### src/rtl/control_unit.sv
// control_unit: instruction decoder and start/run/halt sequencer for the
// 16-bit stack processor. Decode is purely combinational in RUN; the FSM
// only gates the decode off during the start-up cycle and after a halt.
module control_unit (
  input  logic        CLK,
  input  logic        reset,
  input  logic [15:0] inst,
  output logic [2:0]  stackOP,
  output logic [1:0]  rStackOP,
  output logic [2:0]  stackControl,
  output logic [2:0]  PCControl,
  output logic        MemWrite,
  output logic        PCWrite
);

  typedef enum logic [1:0] {
    ST_START = 2'd0,
    ST_RUN   = 2'd1,
    ST_HALT  = 2'd2
  } state_t;

  // Data-stack operations
  localparam logic [2:0] SOP_HOLD    = 3'd0;
  localparam logic [2:0] SOP_PUSH    = 3'd1;
  localparam logic [2:0] SOP_POP     = 3'd2;
  localparam logic [2:0] SOP_POP2PSH = 3'd3;
  localparam logic [2:0] SOP_REPLACE = 3'd4;
  localparam logic [2:0] SOP_SWAP    = 3'd5;
  localparam logic [2:0] SOP_DUP     = 3'd6;
  localparam logic [2:0] SOP_POP2    = 3'd7;

  // Return-stack operations
  localparam logic [1:0] ROP_HOLD = 2'd0;
  localparam logic [1:0] ROP_PUSH = 2'd1;
  localparam logic [1:0] ROP_POP  = 2'd2;

  // Stack-top source selects
  localparam logic [2:0] SRC_ADD  = 3'd0;
  localparam logic [2:0] SRC_SUB  = 3'd1;
  localparam logic [2:0] SRC_AND  = 3'd2;
  localparam logic [2:0] SRC_OR   = 3'd3;
  localparam logic [2:0] SRC_NOT  = 3'd4;
  localparam logic [2:0] SRC_IMM  = 3'd5;
  localparam logic [2:0] SRC_MEM  = 3'd6;
  localparam logic [2:0] SRC_RTOP = 3'd7;

  // Next-PC selects
  localparam logic [2:0] PC_INC    = 3'd0;
  localparam logic [2:0] PC_JUMP   = 3'd1;
  localparam logic [2:0] PC_BRZ    = 3'd2;
  localparam logic [2:0] PC_CALL   = 3'd3;
  localparam logic [2:0] PC_RETURN = 3'd4;

  localparam logic [3:0] OP_HALT = 4'h8;

  state_t      state_r;
  state_t      next_state_s;
  logic [3:0]  opcode_s;
  logic [3:0]  funct_s;
  logic        unused_s;

  assign opcode_s = inst[15:12];
  assign funct_s  = inst[3:0];
  // The immediate field is consumed by the datapath, not by the decoder.
  assign unused_s = &{1'b0, inst[11:4]};

  // State register: reset holds START; a halt is sticky until reset.
  always_ff @(posedge CLK or negedge reset) begin
    if (!reset) begin
      state_r <= ST_START;
    end else begin
      state_r <= next_state_s;
    end
  end

  // Next-state logic.
  always_comb begin
    next_state_s = ST_START;
    case (state_r)
      ST_START: next_state_s = ST_RUN;
      ST_RUN: begin
        if (opcode_s == OP_HALT) begin
          next_state_s = ST_HALT;
        end else begin
          next_state_s = ST_RUN;
        end
      end
      ST_HALT:  next_state_s = ST_HALT;
      default:  next_state_s = ST_START;
    endcase
  end

  // Output decode: all zero outside RUN, otherwise decode of the live instruction.
  always_comb begin
    stackOP      = SOP_HOLD;
    rStackOP     = ROP_HOLD;
    stackControl = SRC_ADD;
    PCControl    = PC_INC;
    MemWrite     = 1'b0;
    PCWrite      = 1'b0;
    if (state_r == ST_RUN) begin
      PCWrite = 1'b1;
      case (opcode_s)
        4'h0: begin
          case (funct_s)
            4'h1: begin stackOP = SOP_POP2PSH; stackControl = SRC_ADD; end
            4'h2: begin stackOP = SOP_POP2PSH; stackControl = SRC_SUB; end
            4'h3: begin stackOP = SOP_POP2PSH; stackControl = SRC_AND; end
            4'h4: begin stackOP = SOP_POP2PSH; stackControl = SRC_OR;  end
            4'h5: begin stackOP = SOP_REPLACE; stackControl = SRC_NOT; end
            4'h6: stackOP = SOP_DUP;
            4'h7: stackOP = SOP_POP;
            4'h8: stackOP = SOP_SWAP;
            4'h9: stackOP = SOP_POP2;
            4'hA: begin stackOP = SOP_POP; rStackOP = ROP_PUSH; end
            4'hB: begin
              stackOP      = SOP_PUSH;
              stackControl = SRC_RTOP;
              rStackOP     = ROP_POP;
            end
            default: stackOP = SOP_HOLD;
          endcase
        end
        4'h1: begin stackOP = SOP_PUSH;    stackControl = SRC_IMM; end
        4'h2: begin stackOP = SOP_REPLACE; stackControl = SRC_MEM; end
        4'h3: begin stackOP = SOP_POP2;    MemWrite = 1'b1; end
        4'h4: PCControl = PC_JUMP;
        // TOS is consumed whether or not the branch is taken.
        4'h5: begin PCControl = PC_BRZ; stackOP = SOP_POP; end
        // The datapath pushes PC+1 on the return stack when PCControl is CALL.
        4'h6: begin PCControl = PC_CALL; rStackOP = ROP_PUSH; end
        4'h7: begin PCControl = PC_RETURN; rStackOP = ROP_POP; end
        // Halt cycle holds the PC on the halt instruction.
        4'h8: PCWrite = 1'b0;
        default: PCWrite = 1'b1;
      endcase
    end else begin
      PCWrite = 1'b0;
    end
  end

endmodule

### config.mk
export PLATFORM = sky130hd
export DESIGN_NAME = control_unit
export DESIGN_NICKNAME = d
export VERILOG_FILES = /design/src/rtl/control_unit.sv
export SDC_FILE = /design/constraint.sdc
export NUM_CORES = 1
export LEC_CHECK = 0
export ABC_CLOCK_PERIOD_IN_PS = 2000
export BUFFER_PORTS_ARGS = -buffer_cell sky130_fd_sc_hd__buf_2
export CAP_MARGIN = 40
export CORE_MARGIN = 2
export CORE_UTILIZATION = 35
export DETAILED_ROUTE_END_ITERATION = 8
export PLACE_DENSITY = 0.83
export SETUP_SLACK_MARGIN = 0.5
export SYNTH_ARGS = -nofsm -noshare
export SYNTH_HDL_FRONTEND = slang
export SYNTH_SLANG_ARGS = --single-unit
### constraint.sdc
create_clock -name CLK -period 2 [get_ports CLK]
set_input_delay 0.4 -clock CLK [delete_from_list [all_inputs] [get_ports CLK]]
set_output_delay 0.4 -clock CLK [all_outputs]
set_load 0.01 [all_outputs]
==> run_results.csv, run 1 <==
group,metric,value,unit
setup_path,crit_fanout,3,
sta,period_needed,2130,ps
setup_path,critical_path_class,"reg2out",
clock_network,cts.clk_slew.worst_paths,30,ps
grt,grt_max_degree,13,
sta,relSlewSlack,67.8,%
status,outcome,"complete, but fails checks",
placement,place_congestion,0.904,
clock_network,cts_root_buf,"clkbuf_4",
status,failed_checks,"negative setup slack",
floorplanning,die_w,40.0,um
synth,ys_ff_latch,2,
routing,vias_per_cell,5.78,
power_and_ir_drop,ir_drop,0.000220,V
finish,final_area,738,um^2
synth,yosysTopAreaCell,"dfrtp_1",
finish,largest_reg_flops,2,
floorplanning,die_h,40.0,um
finish,final_nets,122,
grt,grt_pass1_wl,2.21,mm
setup_path,slowest_delay,500,ps
setup_path,worst-path-buf-inv,1,
setup_path,cp_top_family,"simple AND/OR/NAND/NOR gates",
floorplanning,rows,12,
min_path,hp-class,"reg2reg",
routing,num_vias,671,
clock_network,cts_buffers,3,
setup_path,r2r-start,"state_r[1]",
synth,yosysTopAreaCellShare,11.0,%
routing,antenna_left,0,
clock_network,htreeDepth,1,
placement,hpwl,1.12,mm
routing,drt_iter0_drc,16,
power_and_ir_drop,leakage,0.000331,uW
clock_network,clkLatencyLatePin,220,ps
clock_network,cts_tree,"yes",
clock_network,clkSinkCount,2,
sta,slew_violations,0,
setup_path,worstPathArrival,1730,ps
setup_path,required,1600,ps
finish,top_register,"state_r",
floorplanning,start_util,39.3,%
sta,setup_viol,3,
finish,reg.largest.list,"state_r: 2 flops",
synth,synth_area_leaders,"dfrtp_1 (11%), nand2b_1 (8.3%), nor2_1 (7.4%)",
run,maxCapViolCount,0,
grt,antenna_found_initial,0,
floorplanning,ioPinCount,31,
floorplanning,die-area,0.00160,mm^2
synth,syn_area,454,um^2
setup_path,crit_path_start_kind,"flop",
sta,rsz0062_at_grt,"true",
setup_path,critPathCaptureType,"primary output",
finish,areaGrowthSynthToFinish,62.5,%
sta,period_share,106,%
sta,hold_violations,0,
setup_path,crit_path_start,"state_r[1]",
finish,antennaDiodeCount,0,
grt,grt-ovfl-total,0,
grt,grt_util_all_layers,20.1,%
grt,grt_pass1_vias,552,
sta,timing.hold.ws,501,ps
sta,fin_worst_skew,1.46,ps
synth,syn-num-nets,90,
routing,wl,1.53,mm
synth,yosys_warnings,0,
finish,drive_gt1_share,50.0,%
sta,max_freq,0.470,GHz
routing,drc,0,
placement,dpl_cell_area,633,um^2
clock_network,clk_path_buf_depth,2,
power_and_ir_drop,powerDensity,350,mW/mm^2
power_and_ir_drop,power,258,uW
synth,yosysUniqueCellTypes,33,
finish,nFillCells,104,
synth,postSynthAreaPerCell,6.31,um^2
floorplanning,core,0.00116,mm^2
setup_path,crit_chain,"or4b_4 > or4_4 > o21ai_2 > buf_2",
setup_path,cpMaxStageDelayCell,"or4b_4",
placement,port_buffers,22,
routing,drt_first_pass_iters,4,
synth,syn_inst,72,
sta,worst_pin_slew,476,ps
min_path,hp-start,"state_r[0]",
synth,seq_area_frac_synth,11.0,%
routing,wl_per_cell,13.2,um
sta,fin_ws,-129,ps
metrics by stage:
step	worst slack, ps	std cells	utilization (%)	TNS, ps
4_1_cts	-117	116	61.8	-225
3_5_place_dp	-74.6	110	54.8	-95.9
2_1_floorplan	-3.22	72	-	-3.22
6_report	-129	116	63.9	-269
3_3_place_gp	-80.5	110	54.8	-131
5_1_grt	-187	116	63.9	-725
logic make-up (layout without fill, tap and decap cells):
family | Yosys count | after routing | share of synthesized area [%]
AND/OR/NAND/NOR | 39 | 39 | 47.7
flip-flops | 2 | 2 | 11.0
AO/OA/AOI/OAI | 18 | 18 | 24.8
XOR/XNOR | 3 | 3 | 5.79
buffers and inverters | 10 | 40 | 10.7
cells in the mapped netlist:
library cell,count
or2_1,1
nand2_1,6
dfrtp_1,2
nor3_1,2
nand3_1,1
buf_2,3
a31o_2,1
a31oi_1,1
nor3b_1,1
buf_6,1
or4b_1,1
nor2_1,9
o21ai_0,4
inv_1,3
nand3b_1,1
or4_1,2
nor4_1,1
nand4_1,1
a311oi_1,1
a221o_1,1
a21oi_1,6
xnor2_1,3
o21ai_1,1
nor2b_1,2
nand2b_1,6
o21bai_1,1
buf_1,1
or3_1,3
or3b_2,1
clkbuf_1,2
a221oi_1,1
a21boi_0,1
nor4b_1,1
layout make-up:
| cell class | count | area, um^2 | area share [%] |
|---|---|---|---|
| Timing Repair Buffer | 34 | 221 | 30.0 |
| Tap cell | 14 | 17.5 | 2.37 |
| Clock buffer | 3 | 22.5 | 3.05 |
| Multi-Input combinational cell | 60 | 415 | 56.3 |
| Sequential cell | 2 | 50.0 | 6.78 |
| Inverter | 3 | 11.3 | 1.53 |
power by group:
part	internal, uW	total (uW)	switching (uW)	leakage [uW]
Combinational	59.6	128	68.1	0.000294
Sequential	42.6	44.3	1.71	0.0000232
Clock	65.9	86.3	20.3	0.0000138
Total	168	258	90.2	0.000331
final timing paths:
kind | cells past startpoint | end | slack (ps)
max | 4 | rStackOP[1] | -130
min | 1 | state_r[0] | 500
max reg2reg | 4 | state_r[1] | 860
min reg2reg | 1 | state_r[0] | 500
max in group asynchronous | 2 | state_r[0] | 1390
min in group asynchronous | 2 | state_r[1] | 510
cell usage in the layout (no fill, tap or decap), types with 3 or more instances in the layout:
cell,n
or3_1,3
buf_4,12
buf_2,19
nand2b_1,5
nor2_1,8
nand2_1,4
a21oi_2,4
o21ai_0,4
clkbuf_4,3
inv_1,3
xnor2_1,3
timing repair:
action                     in CTS  in global routing
hold buffers                    1                  0
gates resized for setup        11                  5
pin swaps                       6                  1
hold endpoints to repair        2                  0
buffers inserted                2                  0
setup endpoints to repair      13                 13
layer usage:
layer | track usage (%) | vias up | wire (um)
li1 | - | 317 | -
met1 | 22.4 | 310 | 592
met2 | 37.1 | 36 | 815
met3 | 0.556 | 8 | 84
met4 | 12.1 | 0 | 40
met5 | 0 | - | 0
Note: power is estimated with default switching activity, not from simulation.
==> inputs of run 2 (changes only) <==
- ABC_AREA: default -> 1
- CORE_AREA: default -> 2 2 39 41
- CORE_MARGIN: 2 -> default
- CORE_UTILIZATION: 35 -> default
- CTS_BUF_LIST: default -> sky130_fd_sc_hd__clkbuf_2
- DIE_AREA: default -> 0 0 41 43
- PLACE_DENSITY: 0.83 -> 0.77
==> run 2 against run 1 <==
Global-route usage decreased by 2.9 points. Synthesized cell count unchanged. Register-to-register slack improved by 250 ps. Power increased by 73%. Sequential cell count unchanged. Design area increased by 1.7%. Non-clock buffer count increased by 3. Sequential share of layout area decreased by 0.11 points. Hold slack improved by 41 ps. Clock power decreased by 29%. The flow now finishes without violations. Synthesized area decreased by 13%. Critical endpoint is now MemWrite.
==> run_results.csv, run 2 <==
group,metric,value,unit
synth,synth_commonest_cells,"nand2_1 (16), nor2_1 (9), a21oi_1 (8), inv_1 (8), nand3_1 (6)",
sta,fin_worst_skew,1.26,ps
setup_path,worstPathArrival,1270,ps
setup_path,critical_path_class,"reg2out",
run,maxCapViolCount,0,
routing,num_vias,623,
setup_path,worst-path-buf-inv,4,
clock_network,clkSinkCount,2,
sta,rsz0062_at_grt,"true",
setup_path,path_depth,6,
grt,grt.met3_usage,3.66,%
setup_path,crit_path_start_kind,"flop",
finish,largest_reg_flops,2,
power_and_ir_drop,ir_drop,0.000465,V
grt,grt_pass1_wl,2.04,mm
clock_network,clkLatencyLatePin,190,ps
finish,final_util,54.2,%
setup_path,cp_top_family,"buffers and inverters",
synth,syn-num-nets,90,
synth,postSynthAreaPerCell,5.51,um^2
clock_network,cts_root_buf,"clkbuf_2",
synth,ys_ff_latch,2,
power_and_ir_drop,leakage,0.000396,uW
power_and_ir_drop,p_int,245,uW
sta,max_freq,0.599,GHz
synth,synthArstFlopShare,100,%
synth,syn_inst,72,
placement,place_congestion,0.790,
finish,final_nets,132,
synth,yosysTopAreaCellShare,15.1,%
grt,grt_pass1_vias,542,
routing,wl_per_cell,11.4,um
power_and_ir_drop,clkPwrFrac,13.8,%
sta,slew_violations,0,
grt,grt_util_met2,30.6,%
setup_path,reg2reg_slack,1110,ps
clock_network,htreeDepth,1,
finish,most-common-layout-cells,"buf_2 (16), buf_4 (16), nand2_1 (11)",
placement,hpwl,931,um
finish,nFillCells,145,
clock_network,cts_tree,"yes",
finish,antennaDiodeCount,0,
sta,hold_violations,0,
floorplanning,die_w,41,um
synth,syn_area,397,um^2
finish,stdcell_count,128,
grt,grt_util_all_layers,17.2,%
setup_path,slowest_delay,360,ps
setup_path,required,1600,ps
synth,yosysUniqueCellTypes,18,
finish,top_register,"state_r",
placement,port_buffers,22,
sta,relSlewSlack,85.9,%
routing,drt_first_pass_iters,4,
sta,worst_pin_slew,211,ps
setup_path,crit_chain,"inv_2 > nor2_4 > buf_4 > inv_2 > nor3_1 > buf_2",
routing,wl,1.47,mm
finish,areaGrowthSynthToFinish,89.3,%
clock_network,cts_buffers,3,
grt,grt_busiest_layer,"met2",
routing,drc,0,
placement,place_inst,110,
routing,vias_per_cell,4.87,
status,outcome,"finished, final reports clean",
setup_path,rr_endpoint,"state_r[1]",
setup_path,cpMaxStageDelayCell,"dfrtp_1",
synth,yosys_warnings,0,
routing,drt_iter0_drc,13,
setup_path,ff2ff_path_depth,3,
setup_path,cp_common_cell,"inv_2",
synth,yosysTopAreaCell,"nand2_1",
grt,grt-ovfl-total,0,
clock_network,cts.clk_slew.worst_paths,30,ps
synth,synth_edf_count,0,
sta,final.setup.tns,0,ps
power_and_ir_drop,powerDensity,594,mW/mm^2
power_and_ir_drop,combPwrFrac,70.6,%
grt,grt_max_degree,8,
floorplanning,rows,14,
finish,reg.largest.list,"state_r: 2 flops",
setup_path,cp-endpoint,"MemWrite",
routing,antenna_left,0,
power_and_ir_drop,power.switching,201,uW
floorplanning,die-area,0.00176,mm^2
power_and_ir_drop,power,446,uW
floorplanning,die_h,43,um
floorplanning,ioPinCount,31,
grt,antenna_found_initial,0,
setup_path,crit_path_start,"state_r[0]",
synth,post-synth-top-count-cell,"nand2_1",
setup_path,critPathCaptureType,"primary output",
sta,period_needed,1670,ps
synth,synth_ff_type,"dfrtp_1",
synth,synth_area_leaders,"nand2_1 (15%), dfrtp_1 (13%), a21oi_1 (10%)",
power_and_ir_drop,netSwitchingFraction,45.0,%
min_path,hp-class,"in2async",
sta,period_share,83.4,%
clock_network,clk_path_buf_depth,2,
power_and_ir_drop,seqPwrFrac,15.5,%
grt,use_met1,17.4,%
synth,seq_area_frac_synth,12.6,%
setup_path,r2r-start,"state_r[0]",
setup_path,crit_fanout,6,
sta,setup_viol,0,
floorplanning,core,0.00138,mm^2
finish,drive_gt1_share,61.6,%
floorplanning,start_util,28.7,%
[run 2: cell count changes after synthesis, sizes merged, moves of 2 or more]
cell / change
nand3: +5
inv: +10
clkbuf: -2
a21oi: +3
a31oi: +2
or4: -2
nor2: +5
xnor2: -3
nand2: +11
nor2b: -2
or3: -3
nand2b: -6
buf: -5
[run 2: logic make-up (layout without fill, tap and decap cells)]
group	Yosys count	after routing	share of synthesized area, %
AOI/OAI and AO/OA	17	17	24.0
buffers and inverters	13	53	12.3
and+or+nand+nor	40	40	51.1
DFF	2	2	12.6
[run 2: how the worst min path moves through the flow]
stage	from	slack, ps	endpoint
floorplan	reset	100	state_r[0]
global placement	reset	190	state_r[0]
detailed placement	reset	190	state_r[1]
CTS	reset	510	state_r[1]
global route	reset	540	state_r[1]
finish	reset	540	state_r[1]
[run 2: power groups by stage]
stage | registers (uW) | logic [uW] | clock network (uW)
6_report | 69.4 | 315 | 61.7
5_1_grt | 71.0 | 345 | 66.2
4_1_cts | 70.4 | 253 | 67.6
3_5_place_dp | 72.1 | 193 | 0
3_3_place_gp | 70.9 | 190 | 0
2_1_floorplan | 70.0 | 127 | 0
[run 2: metrics by stage]
stage | setup slack [ps] | instance area [um^2] | hold WS [ps]
floorplan | 529 | 397 | 104
global placement | 258 | 527 | 185
detailed placement | 249 | 527 | 188
CTS | 345 | 688 | 512
global route | 204 | 751 | 544
finish | 332 | 751 | 542
[run 2: routing by layer]
| layer | vias up | routed length [um] |
|---|---|---|
| met5 | - | 0 |
| met4 | 0 | 0 |
| met3 | 0 | 81 |
| met2 | 19 | 847 |
| met1 | 287 | 536 |
| li1 | 317 | - |
[run 2: timing repair]
action / CTS / global route
pin swaps: 7 / 6
resized for setup: 18 / 14
endpoints found under the hold margin: 2 / 0
endpoints found under the setup margin: 13 / 13
hold buffers: 1 / 0
setup buffers: 10 / 4
[run 2: layout make-up]
cell class	instances	area (um^2)	share of cell area, %
repair buffers	37	259	34.5
multi-input cells	57	353	47.0
well taps	16	20.0	2.67
flip-flops and latches	2	50.0	6.67
inverters	13	53.8	7.17
clock buffers	3	15.0	2.00
